`config.mk`:
```
export PLATFORM = sky130hd
export DESIGN_NAME = fifo_sync_8bit
export DESIGN_NICKNAME = d
export VERILOG_FILES = /design/src/rtl/fifo_sync_8bit.sv
export SDC_FILE = /design/constraint.sdc
export NUM_CORES = 1
export LEC_CHECK = 0
export BUFFER_PORTS_ARGS = -buffer_cell sky130_fd_sc_hd__buf_2
export CAP_MARGIN = 20
export CORE_AREA = 2 2 85 87
export DETAILED_ROUTE_END_ITERATION = 6
export DIE_AREA = 0 0 87 89
export PLACE_DENSITY = 0.78
export REMOVE_ABC_BUFFERS = 1
export SLEW_MARGIN = 20
export SYNTH_ARGS = -nofsm -noshare
export SYNTH_HDL_FRONTEND = slang
export SYNTH_SLANG_ARGS = --single-unit
export TNS_END_PERCENT = 100
```
`constraint.sdc`:
```
create_clock -name iClk -period 2.4 [get_ports iClk]
set_clock_uncertainty 0.1 [all_clocks]
set_input_delay 0.48 -clock iClk [delete_from_list [all_inputs] [get_ports iClk]]
set_output_delay 0.48 -clock iClk [all_outputs]
set_load 0.005 [all_outputs]
```
`src/rtl/fifo_sync_8bit.sv`:
```
// Single-clock byte FIFO with registered read data and pointer-derived full/empty flags.
// Pointers carry one extra MSB so a full FIFO can be told apart from an empty one.
module fifo_sync_8bit #(
  parameter int pFifoDepth = 8
) (
  input  logic       iClk,
  input  logic       iRst,
  input  logic       iWrEn,
  output logic       oWrFull,
  input  logic [7:0] iWrData,
  input  logic       iRdEn,
  output logic       oRdEmpty,
  output logic [7:0] oRdData
);

  localparam int cAddrW = $clog2(pFifoDepth);

  logic [7:0]      mem [pFifoDepth];
  logic [cAddrW:0] wrPtr;
  logic [cAddrW:0] rdPtr;
  logic            wrAccept;
  logic            rdAccept;

  assign oRdEmpty = (wrPtr == rdPtr);
  assign oWrFull  = (wrPtr[cAddrW] != rdPtr[cAddrW]) &&
                    (wrPtr[cAddrW-1:0] == rdPtr[cAddrW-1:0]);

  // Reset wins over any request issued in the same cycle.
  assign wrAccept = iWrEn && !oWrFull && !iRst;
  assign rdAccept = iRdEn && !oRdEmpty && !iRst;

  always_ff @(posedge iClk) begin
    if (wrAccept) begin
      mem[wrPtr[cAddrW-1:0]] <= iWrData;
    end
  end

  always_ff @(posedge iClk) begin
    if (iRst) begin
      wrPtr   <= '0;
      rdPtr   <= '0;
      oRdData <= 8'h00;
    end else begin
      if (wrAccept) begin
        wrPtr <= wrPtr + 1'b1;
      end
      if (rdAccept) begin
        oRdData <= mem[rdPtr[cAddrW-1:0]];
        rdPtr   <= rdPtr + 1'b1;
      end
    end
  end

endmodule

```
==> results.py <==
metrics = {
    "setup_path": {
        "slowest_delay_ps": 350,
        "cp.arrival_ps": 1540,
        "critPathKind": "flip-flop to primary output",
        "required_ps": 1820,
        "cp_max_fo": 4,
        "path_cells": "xor2_2 -> or2_2 -> nor3_1 -> buf_2",
        "end_kind": "primary output",
        "crit_family": "simple AND/OR/NAND/NOR gates",
        "critPathLaunchType": "flip-flop",
        "crit_buf_inv": 1,
        "crit_path_top_delay_cell": "dfxtp_1",
    },
    "cells_and_area": {
        "drive_gt1_share_pct": 39.9,
        "antennaDiodeCount": 0,
        "fin_util_pct": 55.5,
        "syn_to_final_growth_pct": 13.5,
        "layout_commonest_cell": "edfxtp_1",
        "final_nets": 237,
        "final_cell_mix": "edfxtp_1, buf_2, buf_4",
    },
    "logic_synthesis": {
        "synth_cell_types": 35,
        "ys_seq_elements": 80,
        "synth_area_per_cell_sq_um": 18.0,
        "yosysSeqAreaShare_pct": 68.2,
        "syn-cell-area_sq_um": 3290,
        "synth-edff-count": 64,
        "synth_top_cell_area_share_pct": 58.4,
        "yosys-top-cells-area": "edfxtp_1, mux4_2, dfxtp_1",
        "synthArstFlopShare_pct": 0,
        "yosys.area.top_type": "edfxtp_1",
        "synthCells": 183,
        "yosys_warnings": 0,
        "ys.flop_type": "edfxtp_1",
    },
    "route": {
        "ant_nets": 0,
        "first_pass_iters": 4,
        "first_iter_violations": 137,
        "routed.top_layer": "met4",
        "vias": 1700,
        "dr_wl_met3_microns": 179,
        "drt-met1-wl_microns": 2540,
        "met2RoutedLength_microns": 3150,
        "drc": 0,
        "detail_route.wl_per_cell_microns": 19.3,
        "wl_microns": 5960,
        "via_per_inst": 5.52,
    },
    "clocking": {
        "worstSkewPairLatency_ps": 350,
        "post_cts_buffers": 0,
        "cts.clk_slew.worst_paths_ps": 90,
        "ctsLongestPathBuffers": 2,
        "cts_root_buf": "clkbuf_8",
        "cts_hold_buf": 0,
        "cts_resized": 0,
        "htreeDepth": 3,
        "cts.sinks": 80,
        "cts_buffers": 9,
        "cts_tree": "yes",
    },
    "place": {
        "place_ws_ps": 345,
        "hpwl_microns": 3960,
        "gp_congestion": 0.759,
        "portBuffers": 21,
    },
    "global_routing": {
        "grt_pass1_wl_microns": 9260,
        "grt_overflow": 0,
        "grt_pass1_vias": 1710,
        "track_usage_pct": 17.0,
        "antenna_found_initial": 0,
        "grt_max_degree": 21,
    },
    "sta": {
        "tightest_slew_ps": 1030,
        "setup_tns_ps": 0,
        "hold_viol_final": 0,
        "rsz0062_at_grt": "false",
        "finalSetupViolCount": 0,
        "layout_setup_ws_ps": 278,
        "drv_slew": 0,
        "max_slew_margin_pct": 31.3,
        "timing.fmax_ghz": 0.471,
        "fin_crit_sh_pct": 88.4,
        "layout_min_cycle_time_ps": 2120,
    },
    "floorplanning": {
        "die_x_microns": 87,
        "core_sq_um": 6720,
        "core.rowCount": 30,
        "die_area_sq_um": 7740,
        "die-height_microns": 89,
        "io_pins": 22,
        "initial_core_util_pct": 49.0,
    },
    "worst_hold_path": {
        "hold_class": "input pin to flip-flop",
    },
    "power": {
        "power_density_nw_per_um2": 805,
        "ir_drop_mv": 0.391,
        "total_power_w": 0.00300,
        "p_leak_nw": 1.25,
    },
    "run_status": {
        "status": "finished, final reports clean",
    },
    "flow_run": {
        "cap_viol_max_count": 0,
    },
}
==> cell type report <==
cell class,instances,area [sq um]
multi-input cells,89,940
inverters,2,7.51
clock inverters,6,50.0
repair buffers,41,255
well taps,80,100
flip-flops and latches,80,2240
clock buffers,10,138
fillers,518,2990
==> through the flow <==
stage                     hold WS [ps]  instance area, sq um  std cells
after floorplan                    388                  3190        171
after global placement             404                  3540        292
after detailed placement           421                  3540        292
after CTS                          294                  3730        308
after global routing               295                  3730        308
final                              296                  3730        308
==> kinds of logic after synthesis <==
family          Yosys count  synth area share (%)
buf+inv                  14                  3.27
flops                    80                  68.2
simple gates             36                  5.48
mux                      26                  14.0
fa+ha+maj                 2                 0.761
xor+xnor                  7                  2.89
compound gates           18                  5.44
==> flip-flops by register name, summed over array words and instances (netlist names) <==
| signal | cells |
|---|---|
| rdPtr | 4 |
| wrPtr | 4 |
| oRdData | 8 |
| mem | 64 |
==> cell usage after synthesis, types with 3 or more instances <==
cell	number
dfxtp_1	16
mux4_2	16
nor2_1	15
buf_6	6
nor4_1	4
a211oi_2	8
mux2i_1	10
nand2_1	3
a21oi_1	3
edfxtp_1	64
==> per-layer routing <==
metal,GRT usage (%),vias up
li1,-,795
met1,21.1,868
met2,28.9,31
met3,3.05,6
met4,8.10,0
met5,0,-
==> report_power, final <==
group	total, W	internal, W	switching [W]
clock	0.000931	0.000416	0.000515
combinational	0.000487	0.000235	0.000252
sequential	0.00159	0.00155	0.0000342
==> path summary, 6_finish.rpt <==
check	startpoint	to	slack (ps)	cells after the start
max reg2reg	wrPtr[2]	oRdData[7]	320	4
min	iWrData[1]	mem[5][1]	300	1
max	rdPtr[2]	oWrFull	280	4
min reg2reg	oRdData[6]	oRdData[6]	440	2
==> worst register-to-register path, delay by kind of cell (launching register included) <==
| family | cells | cell delay, ps |
|---|---|---|
| AND/OR/NAND/NOR | 1 | 150 |
| flip-flops | 1 | 420 |
| XOR/XNOR | 1 | 240 |
| AO/OA/AOI/OAI | 2 | 1120 |
No activity file was read; power rests on OpenSTA's default activity.
